File: src/rtl/call_stack_pkg.sv
// Shared definitions for the return-address stack controller: command encodings,
// controller states and the spill-slot address helper.
package call_stack_pkg;

    localparam logic OP_PUSH = 1'b0;
    localparam logic OP_POP  = 1'b1;

    typedef enum logic [1:0] {
        IDLE  = 2'd0,
        SPILL = 2'd1,
        FILL  = 2'd2
    } state_t;

    // Byte address of spill slot 'slot' given the spill-region base.
    function automatic logic [31:0] slot_to_addr(input logic [31:0] base, input logic [31:0] slot);
        return base + (slot << 2);
    endfunction

endpackage

File: src/rtl/stack_ring_buf.sv
// On-chip LIFO storage: circular register array with a top pointer (push/pop end)
// and a bottom pointer (spill/fill end). The data array is intentionally not reset.
module stack_ring_buf #(
    parameter int unsigned DW    = 32,
    parameter int unsigned DEPTH = 8
) (
    input  logic          clk,
    input  logic          rst_n,
    input  logic          push_en,
    input  logic [DW-1:0] push_data,
    input  logic          pop_en,
    input  logic          spill_en,
    input  logic          fill_en,
    input  logic [DW-1:0] fill_data,
    output logic [DW-1:0] top_data,
    output logic [DW-1:0] bot_data
);

    localparam int unsigned PW = $clog2(DEPTH);

    logic [DW-1:0] mem [DEPTH];
    logic [PW-1:0] top;
    logic [PW-1:0] bot;
    logic [PW-1:0] top_m1;
    logic [PW-1:0] bot_m1;

    assign top_m1   = top - PW'(1);
    assign bot_m1   = bot - PW'(1);
    assign top_data = mem[top_m1];
    assign bot_data = mem[bot];

    // Pointer updates; push/pop and spill/fill are mutually exclusive by construction.
    always_ff @(posedge clk or negedge rst_n) begin
        if (!rst_n) begin
            top <= '0;
            bot <= '0;
        end else begin
            if (push_en) begin
                top <= top + PW'(1);
            end else if (pop_en) begin
                top <= top_m1;
            end
            if (spill_en) begin
                bot <= bot + PW'(1);
            end else if (fill_en) begin
                bot <= bot_m1;
            end
        end
    end

    // Entry writes: new pushes at the top, refilled entries just below the bottom.
    always_ff @(posedge clk) begin
        if (push_en) begin
            mem[top] <= push_data;
        end else if (fill_en) begin
            mem[bot_m1] <= fill_data;
        end
    end

endmodule

File: src/rtl/call_stack_ctrl.sv
// Return-address stack controller: serves push/pop commands from a small on-chip
// ring, spilling the oldest entry to data memory when full and refilling on demand.
// Optional build macro CALL_STACK_EAGER_FILL_EN: refill proactively while idle
// whenever fewer than LOW_MARK entries remain on chip.
module call_stack_ctrl
    import call_stack_pkg::*;
#(
    parameter int unsigned   DW         = 32,
    parameter int unsigned   DEPTH      = 8,
    parameter int unsigned   MEM_DEPTH  = 64,
    parameter int unsigned   AW         = 32,
    parameter logic [AW-1:0] SPILL_BASE = AW'(32'h0000_0F00),
    parameter int unsigned   LOW_MARK   = 2
) (
    input  logic          clk,
    input  logic          rst_n,
    input  logic          cmd_valid,
    input  logic          cmd_op,
    input  logic [DW-1:0] cmd_data,
    output logic          cmd_ready,
    output logic          rsp_valid,
    output logic [DW-1:0] rsp_data,
    output logic          mem_req,
    output logic          mem_we,
    output logic [AW-1:0] mem_addr,
    output logic [DW-1:0] mem_wdata,
    input  logic [DW-1:0] mem_rdata,
    input  logic          mem_ack,
    output logic          ovrflw,
    output logic          undrflw,
    output logic [7:0]    depth
);

    localparam int unsigned CW = $clog2(DEPTH + 1);
    localparam int unsigned SW = $clog2(MEM_DEPTH + 1);

`ifdef CALL_STACK_EAGER_FILL_EN
    localparam bit EAGER = 1'b1;
`else
    localparam bit EAGER = 1'b0;
`endif

    state_t        state;
    state_t        state_n;
    logic [CW-1:0] cnt;
    logic [CW-1:0] cnt_n;
    logic [SW-1:0] sp_cnt;
    logic [SW-1:0] sp_n;
    logic [DW-1:0] top_data;
    logic [DW-1:0] bot_data;

    logic is_push, ring_full, ring_empty, mem_full, mem_empty;
    logic need_spill, need_fill, eager_fill;
    logic accept, push_wr, push_drop, pop_rd, pop_empty;
    logic spill_done, fill_done;

    // Command classification and handshake.
    assign is_push    = (cmd_op == OP_PUSH);
    assign ring_full  = (cnt == CW'(DEPTH));
    assign ring_empty = (cnt == '0);
    assign mem_full   = (sp_cnt == SW'(MEM_DEPTH));
    assign mem_empty  = (sp_cnt == '0);
    assign need_spill = cmd_valid && is_push && ring_full && !mem_full;
    assign need_fill  = cmd_valid && !is_push && ring_empty && !mem_empty;
    assign eager_fill = EAGER && !cmd_valid && (cnt < CW'(LOW_MARK)) && !mem_empty;
    assign cmd_ready  = (state == IDLE) && !need_spill && !need_fill;
    assign accept     = cmd_valid && cmd_ready;
    assign push_wr    = accept && is_push && !ring_full;
    assign push_drop  = accept && is_push && ring_full;
    assign pop_rd     = accept && !is_push && !ring_empty;
    assign pop_empty  = accept && !is_push && ring_empty;
    assign spill_done = (state == SPILL) && mem_ack;
    assign fill_done  = (state == FILL) && mem_ack;

    stack_ring_buf #(
        .DW    (DW),
        .DEPTH (DEPTH)
    ) u_ring (
        .clk       (clk),
        .rst_n     (rst_n),
        .push_en   (push_wr),
        .push_data (cmd_data),
        .pop_en    (pop_rd),
        .spill_en  (spill_done),
        .fill_en   (fill_done),
        .fill_data (mem_rdata),
        .top_data  (top_data),
        .bot_data  (bot_data)
    );

    // State register.
    always_ff @(posedge clk or negedge rst_n) begin
        if (!rst_n) begin
            state <= IDLE;
        end else begin
            state <= state_n;
        end
    end

    // Next-state logic.
    always_comb begin
        state_n = state;
        case (state)
            IDLE: begin
                if (need_spill) begin
                    state_n = SPILL;
                end else if (need_fill || eager_fill) begin
                    state_n = FILL;
                end
            end
            SPILL:   if (mem_ack) state_n = IDLE;
            FILL:    if (mem_ack) state_n = IDLE;
            default: state_n = IDLE;
        endcase
    end

    // Memory-port decode; stable through a transaction since counters and ring are frozen.
    always_comb begin
        mem_req   = 1'b0;
        mem_we    = 1'b0;
        mem_addr  = '0;
        mem_wdata = '0;
        case (state)
            SPILL: begin
                mem_req   = 1'b1;
                mem_we    = 1'b1;
                mem_addr  = AW'(slot_to_addr(32'(SPILL_BASE), 32'(sp_cnt)));
                mem_wdata = bot_data;
            end
            FILL: begin
                mem_req  = 1'b1;
                mem_addr = AW'(slot_to_addr(32'(SPILL_BASE), 32'(sp_cnt - SW'(1))));
            end
            default: ;
        endcase
    end

    // Occupancy bookkeeping; at most one event per cycle.
    always_comb begin
        cnt_n = cnt;
        sp_n  = sp_cnt;
        if (push_wr) begin
            cnt_n = cnt + CW'(1);
        end else if (pop_rd) begin
            cnt_n = cnt - CW'(1);
        end else if (spill_done) begin
            cnt_n = cnt - CW'(1);
            sp_n  = sp_cnt + SW'(1);
        end else if (fill_done) begin
            cnt_n = cnt + CW'(1);
            sp_n  = sp_cnt - SW'(1);
        end
    end

    // Counters, depth, pop response and sticky error flags.
    always_ff @(posedge clk or negedge rst_n) begin
        if (!rst_n) begin
            cnt       <= '0;
            sp_cnt    <= '0;
            depth     <= '0;
            rsp_valid <= 1'b0;
            rsp_data  <= '0;
            ovrflw    <= 1'b0;
            undrflw   <= 1'b0;
        end else begin
            cnt       <= cnt_n;
            sp_cnt    <= sp_n;
            depth     <= 8'(cnt_n) + 8'(sp_n);
            rsp_valid <= pop_rd || pop_empty;
            rsp_data  <= pop_rd ? top_data : '0;
            if (push_drop) ovrflw  <= 1'b1;
            if (pop_empty) undrflw <= 1'b1;
        end
    end

endmodule

File: config.mk
export PLATFORM = sky130hd
export DESIGN_NAME = call_stack_ctrl
export DESIGN_NICKNAME = d
export VERILOG_FILES = /design/src/rtl/call_stack_pkg.sv /design/src/rtl/stack_ring_buf.sv /design/src/rtl/call_stack_ctrl.sv
export SDC_FILE = /design/constraint.sdc
export NUM_CORES = 1
export LEC_CHECK = 0
export BUFFER_PORTS_ARGS = -buffer_cell sky130_fd_sc_hd__clkbuf_2
export CAP_MARGIN = 30
export CORE_MARGIN = 2
export CORE_UTILIZATION = 25
export CTS_BUF_LIST = sky130_fd_sc_hd__clkbuf_2 sky130_fd_sc_hd__clkbuf_4 sky130_fd_sc_hd__clkbuf_8
export DETAILED_ROUTE_END_ITERATION = 7
export GPL_TIMING_DRIVEN = 0
export PLACE_DENSITY = 0.37
export SLEW_MARGIN = 10
export SYNTH_ARGS = -nofsm -noshare
export SYNTH_HDL_FRONTEND = slang
export SYNTH_HIERARCHICAL = 1
export SYNTH_SLANG_ARGS = --single-unit
File: constraint.sdc
create_clock -name clk -period 5.5 [get_ports clk]
set_input_delay 0.55 -clock clk [delete_from_list [all_inputs] [get_ports clk]]
set_output_delay 0.55 -clock clk [all_outputs]
set_load 0.005 [all_outputs]
### Word-level counts from Yosys, hierarchy flattened

Memories as Yosys holds them, arrays and structs flattened.
Index checks and enable logic that the tools add are counted.

| word-level totals | value |
|---|---|
| flip-flop bits (word level) | 62 |
| bits in writable memories | 256 |
| input bits | 69 |
| output and inout port bits | 110 |
| word-level logic and storage cells | 91 |
| memories | 1 |

Memories:

| memory | depth | width | read ports | clocked after Yosys merged registers in | wr ports | line | RTL |
|---|---|---|---|---|---|---|---|
| u_ring.mem | 8 | 32 | 2 | 0 | 1 | stack_ring_buf.sv:21 | `logic [DW-1:0] mem [DEPTH];` |

| cells by class | value |
|---|---|
| add/subtract/negate cells | 12 |
| eq/ne operators | 6 |
| mux-type cells | 29 |
| bitwise operators | 1 |
| reductions and logical operators | 32 |

Operators by type and width:

| operator | count |
|---|---|
| 32-bit two-way mux | 3 |
| 32-bit one-hot mux with 2 select lines | 1 |
| 32-bit OR reduction | 1 |
| 7-bit two-way mux | 4 |
| 1-bit logical AND | 17 |
| 4-bit two-way mux | 4 |
| 3-bit two-way mux | 5 |
| 13-bit by 10-bit adder with 14-bit output (first input constant) | 1 |
| 12-bit by 9-bit adder with 13-bit output (first input constant) | 1 |
| 4-bit by 7-bit adder with 8-bit output | 1 |
| 1-bit two-way mux | 8 |
| 7-bit by 1-bit subtractor with 8-bit output (second input constant) | 1 |
| 7-bit by 1-bit adder with 7-bit output (second input constant) | 1 |
| 7-bit == test (second input constant) | 1 |
| 7-bit zero test | 1 |
| 7-bit by 1-bit subtractor with 7-bit output (second input constant) | 1 |
| 3-bit by 1-bit adder with 3-bit output (second input constant) | 2 |
| 1-bit zero test | 6 |
| 2-bit two-way mux | 3 |
| 3-bit by 1-bit subtractor with 3-bit output (second input constant) | 2 |
| 4-bit by 1-bit adder with 4-bit output (second input constant) | 1 |
| 4-bit == test (second input constant) | 1 |
| 4-bit zero test | 1 |
| 2-bit one-hot mux with 2 select lines | 1 |
| 11 further kinds | 12 |

### Logic depth before layout (Yosys ltp)

| depth | value |
|---|---|
| depth after elaboration | 14 |
| depth in mapped cells | 14 |
| depth with buffers taken out | 13 |

### Cells and area by module

The synthesis kept the hierarchy.

Modules (own cells, without submodules):

| module | times used | cells an instance | area an instance (um2) | sequential area each (um2) |
|---|---|---|---|---|
| stack_ring_buf | 1 | 792 | 12,923.6 | 7,837.5 |
| call_stack_ctrl | 1 | 327 | 3,194.3 | 1,401.3 |

### Least setup slack after synthesis

No wires, ideal clock.

| path | value |
|---|---|
| path type | reg2reg |
| start point | register cnt[0] |
| end point | memory u_ring.mem[0][0] (enable) |
| setup time | 0.421 ns |
| data arrival time | 3.462 ns |
| data required time | 5.079 ns |
| slack | 1.617 ns |
| cell stages (with the launch flop) | 10 |
| buffers on the path | 1 |
| period minus slack after synthesis | 3.883 ns |
| path through | dfrtp_1 inv_1 ha_1 and2b_1 a211o_1 inv_1 nand2b_1 clkbuf_1 mux2_2 nor2_1 |

| on the way | value |
|---|---|
| cells in the longest elaborated chain, start to end | 13 |
| elaborated cells between the ends (all ways) | 21 |
| classes of those cells | 1 x eq/ne; 6 x mux; 14 x reduce/logical |

Ends and longest elaborated chain:

| element | line | RTL |
|---|---|---|
| start: declaration | call_stack_ctrl.sv:45 | `logic [CW-1:0] cnt;` |
| start signal: assignment | call_stack_ctrl.sv:166 | `cnt <= cnt_n;` |
| 4-bit == test | call_stack_ctrl.sv:59 | `assign ring_full = (cnt == CW'(DEPTH));` |
| 1-bit logical AND (2 in series) | call_stack_ctrl.sv:63 | `assign need_spill = cmd_valid && is_push && ring_full && !mem_full;` |
| 1-bit zero test | call_stack_ctrl.sv:66 | `assign cmd_ready = (state == IDLE) && !need_spill && !need_fill;` |
| 1-bit logical AND (2 in series) | call_stack_ctrl.sv:66 |  |
| 1-bit logical AND | call_stack_ctrl.sv:67 | `assign accept = cmd_valid && cmd_ready;` |
| 1-bit logical AND | call_stack_ctrl.sv:68 | `assign push_wr = accept && is_push && !ring_full;` |
| 1-bit logical AND * | call_stack_ctrl.sv:68 |  |
| named net push_wr | call_stack_ctrl.sv:54 | `logic accept, push_wr, push_drop, pop_rd, pop_empty;` |
| 1-bit two-way mux | stack_ring_buf.sv:53 | `if (push_en) begin` |
| 1-bit two-way mux (not written as such) | stack_ring_buf.sv:56 | `mem[bot_m1] <= fill_data;` |
| 32-bit OR reduction (no line) | n/a |  |
| 3-bit two-way mux (no line) / 1-bit two-way mux (equally long branches) | n/a |  |
| end: declaration | stack_ring_buf.sv:21 |  |

Mark *: on every way through the listed nets, which the timed path passes. The rest lies on a longest branch.

### Final worst setup path

| path | value |
|---|---|
| start point | register cnt[0] |
| end point | memory u_ring.mem[7][31] (enable) |

The elaborated chain is that of the path after synthesis.

==> metrics.yaml <==
grt:
  grt_overflow: 0
  grt_pass1_vias: 10900
  grt_usage_pct: 16.1
  grt_pass1_wl_um: 77100
  antenna_found_initial: 3
  grt_start_max_net_pins: 40
worst_setup_path:
  cp_max_fo: 18
  crit_arrival_ns: 4.58
  slowest_stage: "nor2_4"
  end_kind: "register"
  crit_top_cell: "inv_1"
  reg2reg_to: "u_ring/mem[7][31]$_DFFE_PP_"
  max_stage_delay_ns: 0.69
  cp_top_family: "buffers and inverters"
  r2r_slack_ns: 1.25
  worstPathCellList: "inv_1, ha_1, and2b_1, a211o_1, inv_1, nand2b_1, clkbuf_1, mux2i_1, buf_2, nor2_4, buf_12"
  path_buf_inv: 5
  r2r_cells: 11
  required_ns: 5.84
  startpoint_type: "register"
  rr_startpoint: "cnt[0]$_DFF_PN0_"
  path_class: "reg -> reg"
timing:
  rsz0062_at_grt: "false"
  setup_ws_ns: 1.25
  fin_skew_ns: 0.0543
  fmax_ghz: 0.236
  fin_tns_setup_ns: 0
  slew_violations: 0
  fin_hold_ws_ns: 0.283
  relSlewSlack_pct: 34.5
  final.min_clock_period_ns: 4.25
  worstMarginPinSlew_ns: 0.979
  hold_violations: 0
  setup_viol: 0
  period_share_pct: 77.2
floorplan:
  core_mm2: 0.0641
  die_h_um: 258
  num_rows: 93
  initial_core_util_pct: 25.1
  ios: 179
  die_area_mm2: 0.0665
  chipWidth_um: 258
cells_and_area:
  final_area_mm2: 0.0197
  area_growth_pct: 22.4
  drive_gt1_share_pct: 34.6
  final_util_pct: 30.8
  fin_nets: 1461
drt:
  wirelength_um: 54000
  num_vias: 10600
  drt_iter0_drc: 717
  drcViolationCount: 0
  ant_nets: 0
  via_per_inst: 4.63
  first_pass_iters: 5
  wl_per_cell_um: 23.7
cts:
  clockBufferDepth: 3
  h-tree-depth: 2
  path_clk_slew_ns: 0.07
  clk_latency_ns: 0.69
  numCtsBuffers: 60
  post_cts_buffers: 0
  clockRootBuffer: "clkbuf_8"
  cts_tree: "done"
  numClockSinks: 318
synthesis:
  synthDistinctLibCells: 67
  synth_area_mm2: 0.0161
  syn_inst: 1119
  seq_area_frac_synth_pct: 57.3
  synth_ff_type: "edfxtp_1"
  synth_edf_count: 256
  avgSynthCellArea_um2: 14.4
  ys.warnings.count: 6
  ys_seq_elements: 318
  async_flop_share_pct: 19.5
place:
  dp_slack_ns: 1.18
  place.gp.congestion: 0.747
  io_buffer_count: 157
  dpl_cell_area_mm2: 0.0184
  hpwl_um: 35700
worst_hold_path:
  hold_path_end: "u_ring/mem[6][9]$_DFFE_PP_"
  min_path_cells: 2
  min_from: "mem_rdata[9]"
  hold_path_class: "in -> reg"
run_status:
  outcome: "finished clean"
power_and_ir_drop:
  power_density_mw_per_mm2: 612
  power.leakage_nw: 7.58
  vdd_drop_max_uv: 481
run:
  maxCapViolations: 0
## registers in the layout, summed over array words and instances, names as in the netlist
signal and cells:
u_ring/bot 3, u_ring/top 3, rsp_valid 1, cnt 4, rsp_data 32, depth 8, undrflw 1, u_ring/mem 256
ovrflw 1, sp_cnt 7, state 2
## cell families after synthesis
group | share of synthesized area [%]
adders and majority gates | 1.44
DFF | 57.3
buffers and inverters | 4.28
and+or+nand+nor | 11.2
muxes | 21.6
other | 0.0233
xor gates and xnor gates | 1.46
AOI/OAI and AO/OA | 2.68
## routing by layer
layer | wire length [µm] | share of wire, % | track usage, %
met1 | 25000 | 46 | 22.1
met3 | 2390 | 4.4 | 2.64
met5 | 0 | 0 | 0
met2 | 25600 | 47 | 26.4
met4 | 1030 | 1.9 | 4.43
## repair_timing
action / 4_1_cts / 5_1_grt
hold buffers: 1 / 0
hold endpoints to repair: 23 / 0
resized for setup: 0 / 0
## through the flow
| step | power, mW | instances |
|---|---|---|
| final | 12.1 | 2281 |
| after global placement | 9.67 | 2151 |
| after global routing | 12.8 | 2281 |
| after detailed placement | 9.76 | 2165 |
| after floorplan | 7.34 | 1139 |
| after CTS | 12.3 | 2279 |
## how the worst max path moves through the flow
stage	from	to	cells after the start	slack [ns]
2_1_floorplan	cnt[0]$_DFF_PN0_	u_ring/mem[0][0]$_DFFE_PP_	9	1.62
3_3_place_gp	cnt[0]$_DFF_PN0_	u_ring/mem[2][17]$_DFFE_PP_	9	-1.31
3_5_place_dp	cnt[0]$_DFF_PN0_	u_ring/mem[7][16]$_DFFE_PP_	10	1.18
4_1_cts	cnt[0]$_DFF_PN0_	u_ring/mem[7][31]$_DFFE_PP_	10	1.11
5_1_grt	cnt[0]$_DFF_PN0_	u_ring/mem[7][31]$_DFFE_PP_	11	1.00
6_report	cnt[0]$_DFF_PN0_	u_ring/mem[7][31]$_DFFE_PP_	11	1.25
## cell usage after synthesis, types with 2 or more instances
library cell / number / area share, %
edfxtp_1: 256 / 48
nand3_1: 134 / 4.2
mux2i_1: 130 / 8.1
and2_1: 72 / 2.8
mux2_2: 65 / 4.5
mux4_2: 64 / 8.9
dfrtp_1: 62 / 9.6
and4_1: 34 / 1.8
buf_4: 33 / 1.5
buf_2: 29 / 0.90
clkbuf_1: 27 / 0.63
inv_1: 22 / 0.51
o21ai_0: 20 / 0.62
nor2_1: 19 / 0.44
nand2_1: 18 / 0.42
ha_1: 17 / 1.3
xnor2_1: 13 / 0.71
a22oi_1: 8 / 0.37
buf_6: 8 / 0.56
xor2_1: 7 / 0.38
buf_1: 6 / 0.14
nand2b_1: 6 / 0.23
nor2b_1: 6 / 0.23
a21oi_1: 5 / 0.16
a31oi_1: 4 / 0.16
nand3b_1: 3 / 0.14
a21o_1: 2 / 0.093
a32oi_1: 2 / 0.11
a41o_1: 2 / 0.12
and3_1: 2 / 0.078
and4b_1: 2 / 0.12
nor3_1: 2 / 0.062
nor3b_1: 2 / 0.093
nor4_1: 2 / 0.078
o211ai_1: 2 / 0.093
o22ai_1: 2 / 0.078
## cells in the final DEF, fill, tap and decap left out, types with 9 or more instances in the layout
cell,n
and2_1,72
and4_1,34
buf_2,30
buf_4,33
buf_6,9
clkbuf_1,27
clkbuf_2,156
clkbuf_4,22
clkbuf_8,69
clkinv_2,10
conb_1,21
dfrtp_1,62
edfxtp_1,256
ha_1,17
inv_1,22
mux2_2,65
mux2i_1,130
mux4_2,64
nand2_1,18
nand3_1,134
nor2_1,11
o21ai_0,20
xnor2_1,13
## layout make-up
cell class | count | area, µm²
multi-input combinational | 696 | 6320
inverter | 22 | 82.6
fill | 6461 | 44400
timing repair buffer | 173 | 1120
tap | 855 | 1070
buffer | 103 | 607
clock inverter | 23 | 180
sequential | 318 | 9240
clock buffer | 90 | 1110
antenna | 1 | 2.50
## worst register-to-register path: cells and delay by family, from the launching register on
| family | cells | cell delay, ns |
|---|---|---|
| compound gates | 1 | 0.37 |
| fa+ha+maj | 1 | 0.27 |
| buf+inv | 5 | 1.48 |
| flops | 1 | 0.42 |
| mux | 1 | 0.30 |
| simple gates | 3 | 1.06 |
## where the power goes
group	internal (mW)	total [mW]	switching, mW	leakage [nW]
combinational	2.48	6.21	3.73	3.78
sequential	3.18	3.40	0.221	3.12
clock	1.39	2.48	1.09	0.687
total	7.05	12.1	5.04	7.58
(Power assumes the default switching activity.)
